===== src/rtl/cordic_sqrt_arbiter_if.sv =====
// rtl/cordic_sqrt_arbiter_if.sv - client request/response and datapath handshake bundle for cordic_sqrt_arbiter
interface cordic_sqrt_arbiter_if #(
    parameter int WIDTH = 16
) ();
    logic             req0_val;
    logic             req0_rdy;
    logic [WIDTH-1:0] req0_a;
    logic [WIDTH-1:0] req0_b;
    logic             req1_val;
    logic             req1_rdy;
    logic [WIDTH-1:0] req1_a;
    logic [WIDTH-1:0] req1_b;
    logic             resp0_val;
    logic             resp0_rdy;
    logic             resp1_val;
    logic             resp1_rdy;
    logic [WIDTH-1:0] resp_data;
    logic             resp_err;
    logic             cor_operands_val;
    logic             cor_ready;
    logic [WIDTH-1:0] cor_a;
    logic [WIDTH-1:0] cor_b;
    logic             cor_out_valid;
    logic [WIDTH-1:0] cor_theta;
    logic             busy;

    // Environment side: clients plus the datapath instance
    modport master (
        output req0_val, req0_a, req0_b, req1_val, req1_a, req1_b,
        output resp0_rdy, resp1_rdy, cor_ready, cor_out_valid, cor_theta,
        input  req0_rdy, req1_rdy, resp0_val, resp1_val, resp_data, resp_err,
        input  cor_operands_val, cor_a, cor_b, busy
    );

    // Arbiter side
    modport slave (
        input  req0_val, req0_a, req0_b, req1_val, req1_a, req1_b,
        input  resp0_rdy, resp1_rdy, cor_ready, cor_out_valid, cor_theta,
        output req0_rdy, req1_rdy, resp0_val, resp1_val, resp_data, resp_err,
        output cor_operands_val, cor_a, cor_b, busy
    );
endinterface


===== src/rtl/cordic_sqrt_arbiter.sv =====
// rtl/cordic_sqrt_arbiter.sv - round-robin sharing of one CORDIC sqrt datapath between two clients (optional watchdog: CORDIC_TIMEOUT_EN)
module cordic_sqrt_arbiter #(
    parameter int WIDTH   = 16,
    parameter int TIMEOUT = 32
) (
    input  logic                 clk,
    input  logic                 reset_n,
    cordic_sqrt_arbiter_if.slave bus
);
    typedef enum logic [1:0] {S_IDLE, S_ISSUE, S_WAIT, S_RESP} state_t;

    state_t           state_q;
    logic             rr_ptr_q;
    logic             grant_q;
    logic [WIDTH-1:0] op_a_q;
    logic [WIDTH-1:0] op_b_q;
    logic [WIDTH-1:0] data_q;

    logic             gnt_fire;
    logic             gnt_id_d;
    logic             resp_rdy_sel;

`ifdef CORDIC_TIMEOUT_EN
    localparam int               CNT_W   = (TIMEOUT > 2) ? $clog2(TIMEOUT) : 1;
    localparam logic [CNT_W-1:0] CNT_LIM = CNT_W'(TIMEOUT - 1);
    logic [CNT_W-1:0] cnt_q;
    logic             err_q;
`endif

    // Grant decision: lone requester wins, contention goes to rr_ptr
    always_comb begin
        gnt_fire     = (state_q == S_IDLE) && (bus.req0_val || bus.req1_val);
        gnt_id_d     = (bus.req0_val && bus.req1_val) ? rr_ptr_q : bus.req1_val;
        resp_rdy_sel = grant_q ? bus.resp1_rdy : bus.resp0_rdy;
    end

    // rdy is only meaningful in the grant cycle; forced low while in reset
    assign bus.req0_rdy         = reset_n && gnt_fire && !gnt_id_d;
    assign bus.req1_rdy         = reset_n && gnt_fire &&  gnt_id_d;
    assign bus.resp0_val        = (state_q == S_RESP) && !grant_q;
    assign bus.resp1_val        = (state_q == S_RESP) &&  grant_q;
    assign bus.resp_data        = data_q;
    assign bus.cor_operands_val = (state_q == S_ISSUE);
    assign bus.cor_a            = op_a_q;
    assign bus.cor_b            = op_b_q;
    assign bus.busy             = (state_q != S_IDLE);
`ifdef CORDIC_TIMEOUT_EN
    assign bus.resp_err         = err_q;
`else
    assign bus.resp_err         = 1'b0;
`endif

    // Control FSM: grant, issue to datapath, wait for theta, hand result back
    always_ff @(posedge clk) begin
        if (!reset_n) begin
            state_q  <= S_IDLE;
            rr_ptr_q <= 1'b0;
            grant_q  <= 1'b0;
            op_a_q   <= '0;
            op_b_q   <= '0;
            data_q   <= '0;
`ifdef CORDIC_TIMEOUT_EN
            cnt_q    <= '0;
            err_q    <= 1'b0;
`endif
        end else begin
            case (state_q)
                S_IDLE: begin
                    if (gnt_fire) begin
                        grant_q  <= gnt_id_d;
                        rr_ptr_q <= !gnt_id_d;
                        op_a_q   <= gnt_id_d ? bus.req1_a : bus.req0_a;
                        op_b_q   <= gnt_id_d ? bus.req1_b : bus.req0_b;
                        state_q  <= S_ISSUE;
`ifdef CORDIC_TIMEOUT_EN
                        cnt_q    <= '0;
`endif
                    end
                end
                S_ISSUE: begin
`ifdef CORDIC_TIMEOUT_EN
                    cnt_q <= cnt_q + 1'b1;
`endif
                    if (bus.cor_ready) begin
                        state_q <= S_WAIT;
`ifdef CORDIC_TIMEOUT_EN
                    end else if (cnt_q == CNT_LIM) begin
                        data_q  <= '0;
                        err_q   <= 1'b1;
                        state_q <= S_RESP;
`endif
                    end
                end
                S_WAIT: begin
`ifdef CORDIC_TIMEOUT_EN
                    cnt_q <= cnt_q + 1'b1;
`endif
                    if (bus.cor_out_valid) begin
                        data_q  <= bus.cor_theta;
`ifdef CORDIC_TIMEOUT_EN
                        err_q   <= 1'b0;
`endif
                        state_q <= S_RESP;
`ifdef CORDIC_TIMEOUT_EN
                    end else if (cnt_q == CNT_LIM) begin
                        data_q  <= '0;
                        err_q   <= 1'b1;
                        state_q <= S_RESP;
`endif
                    end
                end
                S_RESP: begin
                    if (resp_rdy_sel) begin
                        state_q <= S_IDLE;
                    end
                end
                default: state_q <= S_IDLE;
            endcase
        end
    end
endmodule


===== src/flat_wrapper.sv =====
// flat-port wrapper written by rule: the top's interface ports become plain ports
module cordic_sqrt_arbiter_flat 
#(
    parameter int WIDTH   = 16,
    parameter int TIMEOUT = 32
)
  (clk, reset_n, bus_req0_val, bus_req0_a, bus_req0_b, bus_req1_val, bus_req1_a, bus_req1_b, bus_resp0_rdy, bus_resp1_rdy, bus_cor_ready, bus_cor_out_valid, bus_cor_theta, bus_req0_rdy, bus_req1_rdy, bus_resp0_val, bus_resp1_val, bus_resp_data, bus_resp_err, bus_cor_operands_val, bus_cor_a, bus_cor_b, bus_busy);
  cordic_sqrt_arbiter_if #(.WIDTH(WIDTH)) bus_i ();
  input  logic clk;
  input  logic reset_n;
  input wire logic [$bits(bus_i.req0_val)-1:0] bus_req0_val;
  input wire logic [$bits(bus_i.req0_a)-1:0] bus_req0_a;
  input wire logic [$bits(bus_i.req0_b)-1:0] bus_req0_b;
  input wire logic [$bits(bus_i.req1_val)-1:0] bus_req1_val;
  input wire logic [$bits(bus_i.req1_a)-1:0] bus_req1_a;
  input wire logic [$bits(bus_i.req1_b)-1:0] bus_req1_b;
  input wire logic [$bits(bus_i.resp0_rdy)-1:0] bus_resp0_rdy;
  input wire logic [$bits(bus_i.resp1_rdy)-1:0] bus_resp1_rdy;
  input wire logic [$bits(bus_i.cor_ready)-1:0] bus_cor_ready;
  input wire logic [$bits(bus_i.cor_out_valid)-1:0] bus_cor_out_valid;
  input wire logic [$bits(bus_i.cor_theta)-1:0] bus_cor_theta;
  output wire logic [$bits(bus_i.req0_rdy)-1:0] bus_req0_rdy;
  output wire logic [$bits(bus_i.req1_rdy)-1:0] bus_req1_rdy;
  output wire logic [$bits(bus_i.resp0_val)-1:0] bus_resp0_val;
  output wire logic [$bits(bus_i.resp1_val)-1:0] bus_resp1_val;
  output wire logic [$bits(bus_i.resp_data)-1:0] bus_resp_data;
  output wire logic [$bits(bus_i.resp_err)-1:0] bus_resp_err;
  output wire logic [$bits(bus_i.cor_operands_val)-1:0] bus_cor_operands_val;
  output wire logic [$bits(bus_i.cor_a)-1:0] bus_cor_a;
  output wire logic [$bits(bus_i.cor_b)-1:0] bus_cor_b;
  output wire logic [$bits(bus_i.busy)-1:0] bus_busy;
  assign bus_i.req0_val = bus_req0_val;
  assign bus_i.req0_a = bus_req0_a;
  assign bus_i.req0_b = bus_req0_b;
  assign bus_i.req1_val = bus_req1_val;
  assign bus_i.req1_a = bus_req1_a;
  assign bus_i.req1_b = bus_req1_b;
  assign bus_i.resp0_rdy = bus_resp0_rdy;
  assign bus_i.resp1_rdy = bus_resp1_rdy;
  assign bus_i.cor_ready = bus_cor_ready;
  assign bus_i.cor_out_valid = bus_cor_out_valid;
  assign bus_i.cor_theta = bus_cor_theta;
  assign bus_req0_rdy = bus_i.req0_rdy;
  assign bus_req1_rdy = bus_i.req1_rdy;
  assign bus_resp0_val = bus_i.resp0_val;
  assign bus_resp1_val = bus_i.resp1_val;
  assign bus_resp_data = bus_i.resp_data;
  assign bus_resp_err = bus_i.resp_err;
  assign bus_cor_operands_val = bus_i.cor_operands_val;
  assign bus_cor_a = bus_i.cor_a;
  assign bus_cor_b = bus_i.cor_b;
  assign bus_busy = bus_i.busy;
  cordic_sqrt_arbiter #(.WIDTH(WIDTH), .TIMEOUT(TIMEOUT)) u_core (.clk(clk), .reset_n(reset_n), .bus(bus_i));
endmodule

===== config.mk =====
export PLATFORM = sky130hd
export DESIGN_NAME = cordic_sqrt_arbiter_flat
export DESIGN_NICKNAME = d
export VERILOG_FILES = /design/src/rtl/cordic_sqrt_arbiter_if.sv /design/src/rtl/cordic_sqrt_arbiter.sv /design/src/flat_wrapper.sv
export SDC_FILE = /design/constraint.sdc
export NUM_CORES = 1
export LEC_CHECK = 0
export ABC_AREA = 1
export CELL_PAD_IN_SITES_DETAIL_PLACEMENT = 1
export CELL_PAD_IN_SITES_GLOBAL_PLACEMENT = 2
export CORE_UTILIZATION = 17
export CTS_BUF_LIST = sky130_fd_sc_hd__clkbuf_4
export DETAILED_ROUTE_END_ITERATION = 16
export GPL_ROUTABILITY_DRIVEN = 0
export PLACE_DENSITY_LB_ADDON = 0.1
export SLEW_MARGIN = 25
export SYNTH_ARGS = -nofsm -noshare
export SYNTH_HDL_FRONTEND = slang
export SYNTH_SLANG_ARGS = --single-unit

===== constraint.sdc =====
create_clock -name clk -period 1.7 [get_ports clk]
set_input_delay 0.51 -clock clk [delete_from_list [all_inputs] [get_ports clk]]
set_output_delay 0.51 -clock clk [all_outputs]
set_load 0.05 [all_outputs]

==> impl_results.html <==
<table>
<tr><th>Metric</th><th>Value</th></tr>
<tr><th colspan="2">Logic synthesis</th></tr>
<tr><td>Post-synthesis compound-gate area fraction</td><td>0.04696</td></tr>
<tr><td>Number of instances in the synthesized netlist</td><td>338</td></tr>
<tr><td>Syn Area/Cell</td><td>7.174 µm²</td></tr>
<tr><td>Combinational family with the most area after synthesis</td><td>simple AND/OR/NAND/NOR gates</td></tr>
<tr><td>Synth Area in XOR/XNOR</td><td>0</td></tr>
<tr><td>Most area-consuming cells after synthesis</td><td>sky130_fd_sc_hd__dfxtp_1 43%, sky130_fd_sc_hd__nand2_1 15%, sky130_fd_sc_hd__nand3_1 7.6%</td></tr>
<tr><td>Mapped Nets</td><td>431</td></tr>
<tr><td>Simple-gate portion of the synthesized area</td><td>0.4071</td></tr>
<tr><td>Number of distinct library cells after synthesis</td><td>26</td></tr>
<tr><td>Proportion of netlist area held by the largest area contributor</td><td>0.4293</td></tr>
<tr><td>YS warnings</td><td>0</td></tr>
<tr><td>Sequential element share of the synthesized area</td><td>0.4293</td></tr>
<tr><td>Total standard cell area after synthesis</td><td>approximately 2400 µm²</td></tr>
<tr><td>Library cell with the largest summed area after synthesis</td><td>sky130_fd_sc_hd__dfxtp_1</td></tr>
<tr><td>Area share of fa/ha/maj cells after synthesis</td><td>0.02580</td></tr>
<tr><td>Register bit count reported by yosys</td><td>52</td></tr>
<tr><td>Portion of netlist area occupied by mux cells</td><td>0</td></tr>
<tr><th colspan="2">Critical path</th></tr>
<tr><td>Setup crit end kind</td><td>output port</td></tr>
<tr><td>Category of cells accounting for the largest share of critical-path delay</td><td>flip-flops</td></tr>
<tr><td>Required time at the worst-slack endpoint</td><td>1.19 ns</td></tr>
<tr><td>Worst Path Buf+Inv</td><td>3</td></tr>
<tr><td>Critical-path cell with the highest stage delay</td><td>sky130_fd_sc_hd__dfxtp_2</td></tr>
<tr><td>Critical path launch point type</td><td>flop</td></tr>
<tr><td>Stage delay of the slowest cell on the critical path</td><td>around 0.36 ns</td></tr>
<tr><td>Arr. time, crit path</td><td>1.50 ns</td></tr>
<tr><td>Critical path start-end classification</td><td>reg2out</td></tr>
<tr><td>Cell-by-cell listing of the critical path</td><td>inv_2 -&gt; ha_4 -&gt; inv_12 -&gt; nor2_4 -&gt; nand2_4 -&gt; nor2_8 -&gt; buf_12</td></tr>
<tr><td>Highest net fanout along the worst path</td><td>4</td></tr>
<tr><th colspan="2">Floorplan</th></tr>
<tr><td>DIE WIDTH</td><td>121.4 µm</td></tr>
<tr><td>Vertical extent of the die</td><td>121.4 µm</td></tr>
<tr><td>Initial standard-cell utilization of the core</td><td>0.1747</td></tr>
<tr><td>Top-level I/O count</td><td>143</td></tr>
<tr><td>Floorplan die area</td><td>14750 µm²</td></tr>
<tr><td>Std-Cell Rows</td><td>43</td></tr>
<tr><td>Floorplan core area</td><td>13880 µm²</td></tr>
<tr><th colspan="2">Global route</th></tr>
<tr><td>First-pass GRT wire length</td><td>14.84 mm</td></tr>
<tr><td>Most crowded layer after global routing</td><td>met2</td></tr>
<tr><td>Total gr overflow</td><td>0</td></tr>
<tr><td>Largest net degree at the start of global routing</td><td>34</td></tr>
<tr><td>Met2 demand-to-capacity share in global routing</td><td>0.2337</td></tr>
<tr><td>Global-route track usage on met3</td><td>0.05357</td></tr>
<tr><td>Number of global-route vias before repair</td><td>2867</td></tr>
<tr><td>Overall fraction of global-route tracks in use</td><td>0.1341</td></tr>
<tr><td>Met1 Use GR</td><td>0.1428</td></tr>
<tr><td>Initial antenna violation count</td><td>0</td></tr>
<tr><th colspan="2">Layout</th></tr>
<tr><td>Share of post-route cells with drive strength above 1</td><td>0.2609</td></tr>
<tr><td>Net count, final</td><td>about 600</td></tr>
<tr><td>Count of placed standard cells in the final layout, fillers left out</td><td>roughly 690</td></tr>
<tr><td>Cell area after layout</td><td>4964 µm²</td></tr>
<tr><td>Antenna diode count</td><td>0</td></tr>
<tr><td>Synth-to-Final Area Change</td><td>104.7%</td></tr>
<tr><th colspan="2">Clocking</th></tr>
<tr><td>Number of sinks driven by the clock tree</td><td>52</td></tr>
<tr><td>Clock Tree Buf Depth</td><td>2</td></tr>
<tr><td>CTS tree</td><td>built</td></tr>
<tr><td>Cts-stage hold buffer count</td><td>0</td></tr>
<tr><td>Source-to-sink clock delay at the later pin of the worst-skew pair</td><td>0.41 ns</td></tr>
<tr><td>Buffer type at the clock tree root</td><td>sky130_fd_sc_hd__clkbuf_4</td></tr>
<tr><td>Clock buffers created by TritonCTS</td><td>5</td></tr>
<tr><td>H-tree depth</td><td>2</td></tr>
<tr><td>CTS clock-pin slew for the worst setup and hold paths</td><td>0.16 ns</td></tr>
<tr><th colspan="2">Detailed routing</th></tr>
<tr><td>Routed via count</td><td>2729</td></tr>
<tr><td>Routed vias/inst</td><td>3.978</td></tr>
<tr><td>Antenna Nets Post-Route</td><td>0</td></tr>
<tr><td>DRC violation count after routing</td><td>0</td></tr>
<tr><td>Detailed Route Iter0 Violations</td><td>39</td></tr>
<tr><td>Per-cell routed wire length</td><td>13.91 µm</td></tr>
<tr><td>Post-Route WL</td><td>around 9.5 mm</td></tr>
<tr><td>First drt pass iteration count</td><td>4</td></tr>
<tr><th colspan="2">STA</th></tr>
<tr><td>Final period util</td><td>1.181</td></tr>
<tr><td>Slew Limit Fails</td><td>0</td></tr>
<tr><td>Setup-failing EPs final</td><td>6</td></tr>
<tr><td>Maximum operating frequency</td><td>498.0 MHz</td></tr>
<tr><td>Final hold violations</td><td>0</td></tr>
<tr><td>RSZ-0062 raised after global routing</td><td>yes</td></tr>
<tr><td>Minimum period implied by the final worst setup slack</td><td>about 2.0 ns</td></tr>
<tr><td>Final setup slack of the worst path</td><td>-0.3080 ns</td></tr>
<tr><td>Worst clock skew on the final layout</td><td>0.005044 ns</td></tr>
<tr><th colspan="2">Power</th></tr>
<tr><td>Power per unit of standard cell area</td><td>1466 nW/µm²</td></tr>
<tr><td>Leak Pwr</td><td>approximately 2.2 nW</td></tr>
<tr><td>Overall power after layout</td><td>7.276 mW</td></tr>
<tr><td>Peak supply drop</td><td>0.4398 mV</td></tr>
<tr><th colspan="2">Hold path</th></tr>
<tr><td>Worst hold path type</td><td>reg2reg</td></tr>
<tr><th colspan="2">Place</th></tr>
<tr><td>Number of cells in the design after placement</td><td>665</td></tr>
<tr><td>Detailed Place HPWL</td><td>slightly above 7 mm</td></tr>
<tr><td>Count of port buffers added during placement</td><td>141</td></tr>
<tr><td>Placed cell areas</td><td>4747 µm²</td></tr>
<tr><th colspan="2">Status</th></tr>
<tr><td>Violated checks</td><td>setup timing</td></tr>
<tr><td>Run status</td><td>complete, but fails checks</td></tr>
<tr><th colspan="2">Run</th></tr>
<tr><td>Max-capacitance violation count</td><td>0</td></tr>
</table>
-- worst reg2reg max path, stage by stage, from the launching register on --
cell and delay [ns]:
sky130_fd_sc_hd__dfxtp_2 0.38, sky130_fd_sc_hd__inv_2 0.05, sky130_fd_sc_hd__ha_4 0.18, sky130_fd_sc_hd__buf_4 0.20
sky130_fd_sc_hd__nand2_2 0.15, sky130_fd_sc_hd__nand2_2 0.07, sky130_fd_sc_hd__inv_2 0.25, sky130_fd_sc_hd__nand2_1 0.12
sky130_fd_sc_hd__nand3_2 0.09
-- flip-flops by register name (all words and copies together), names as in the netlist --
signal and cells:
u_core.grant_q 1, u_core.state_q 2, u_core.rr_ptr_q 1, u_core.bus.cor_a 16, u_core.bus.resp_data 16, u_core.bus.cor_b 16
-- synth_stat cells --
master and n:
sky130_fd_sc_hd__nand2_1 97, sky130_fd_sc_hd__dfxtp_1 52, sky130_fd_sc_hd__nor2_1 42, sky130_fd_sc_hd__nand3_1 37, sky130_fd_sc_hd__inv_1 26, sky130_fd_sc_hd__o21ai_0 16
sky130_fd_sc_hd__nand4_1 14, sky130_fd_sc_hd__nand2_2 9, sky130_fd_sc_hd__buf_2 6, sky130_fd_sc_hd__nand3_2 6, sky130_fd_sc_hd__buf_4 5, sky130_fd_sc_hd__clkbuf_1 5
sky130_fd_sc_hd__ha_1 5, sky130_fd_sc_hd__a21oi_1 4, sky130_fd_sc_hd__inv_2 2, sky130_fd_sc_hd__nand2_4 2, sky130_fd_sc_hd__buf_1 1, sky130_fd_sc_hd__buf_8 1
sky130_fd_sc_hd__conb_1 1, sky130_fd_sc_hd__inv_4 1, sky130_fd_sc_hd__nor2_2 1, sky130_fd_sc_hd__nor2_4 1, sky130_fd_sc_hd__nor2_8 1, sky130_fd_sc_hd__nor3_4 1
sky130_fd_sc_hd__o21bai_1 1, sky130_fd_sc_hd__o22ai_1 1
-- cells by family after synthesis --
group / Yosys count
other: 1
adders and majority gates: 5
DFF: 52
buffers and inverters: 47
and+or+nand+nor: 211
AOI/OAI and AO/OA: 22
-- layout make-up --
type | instances | area (µm²)
Fill cell | 1643 | 8917
Clock inverter | 3 | 37.54
Tap cell | 180 | 225.2
Multi-Input combinational cell | 239 | 1215
Sequential cell | 52 | 1044
Clock buffer | 5 | 37.54
Timing Repair Buffer | 178 | 2278
Inverter | 29 | 126.4
-- stage by stage --
stage / TNS, ns / utilization / hold WS (ns) / setup slack (ns)
final: -1.480 / 0.3576 / 0.5052 / -0.3080
after global routing: -1.935 / 0.3576 / 0.5378 / -0.3999
after CTS: -1.591 / 0.3534 / 0.5153 / -0.3840
after detailed placement: -16.04 / 0.3420 / 0.4892 / -0.4479
after global placement: -15.07 / 0.3420 / 0.4815 / -0.4703
after floorplan: -0.1135 / - / 0.4726 / -0.09584
-- layout by cell type, fill, tap and decap left out, types with 3 or more instances in the layout --
master                             n
sky130_fd_sc_hd__nand2_1          96
sky130_fd_sc_hd__clkdlybuf4s50_1  84
sky130_fd_sc_hd__buf_12           57
sky130_fd_sc_hd__dfxtp_1          50
sky130_fd_sc_hd__nor2_1           41
sky130_fd_sc_hd__nand3_1          37
sky130_fd_sc_hd__buf_4            30
sky130_fd_sc_hd__inv_1            22
sky130_fd_sc_hd__o21ai_0          16
sky130_fd_sc_hd__nand4_1          14
sky130_fd_sc_hd__nand2_2          10
sky130_fd_sc_hd__nand3_2           6
sky130_fd_sc_hd__inv_2             5
sky130_fd_sc_hd__clkbuf_4          5
sky130_fd_sc_hd__a21oi_1           4
sky130_fd_sc_hd__buf_6             4
sky130_fd_sc_hd__ha_4              3
sky130_fd_sc_hd__dlygate4sd2_1     3
-- worst paths after layout --
kind | start | end | slack, ns | cells past startpoint
max | u_core.state_q[1] | bus_req0_rdy | -0.31 | 7
min | u_core.bus.cor_a[3] | u_core.bus.cor_a[3] | 0.51 | 2
max reg2reg | u_core.state_q[0] | u_core.bus.cor_b[14] | 0.17 | 8
min reg2reg | u_core.bus.cor_a[3] | u_core.bus.cor_a[3] | 0.51 | 2
-- power breakdown --
part	switching (mW)	internal (mW)	leakage, nW
clock network	0.446	0.301	0.0403
logic	2.40	2.22	1.73
registers	0.346	1.56	0.428
-- metal layers --
metal	share of wire	up-vias	wire [µm]
li1	-	1404	-
met5	0	-	0
met3	0.088	8	844
met4	0.016	0	149
met1	0.39	1239	3767
met2	0.50	78	4780
-- timing repair --
item                                    in CTS  in global routing
endpoints found under the hold margin        0                  0
gates resized for setup                     11                  6
gates cloned                                 0                  0
endpoints found under the setup margin       6                  6
pin swaps                                    8                  6
buffers inserted                             7                  8
Power figures use the tool's default switching activity.
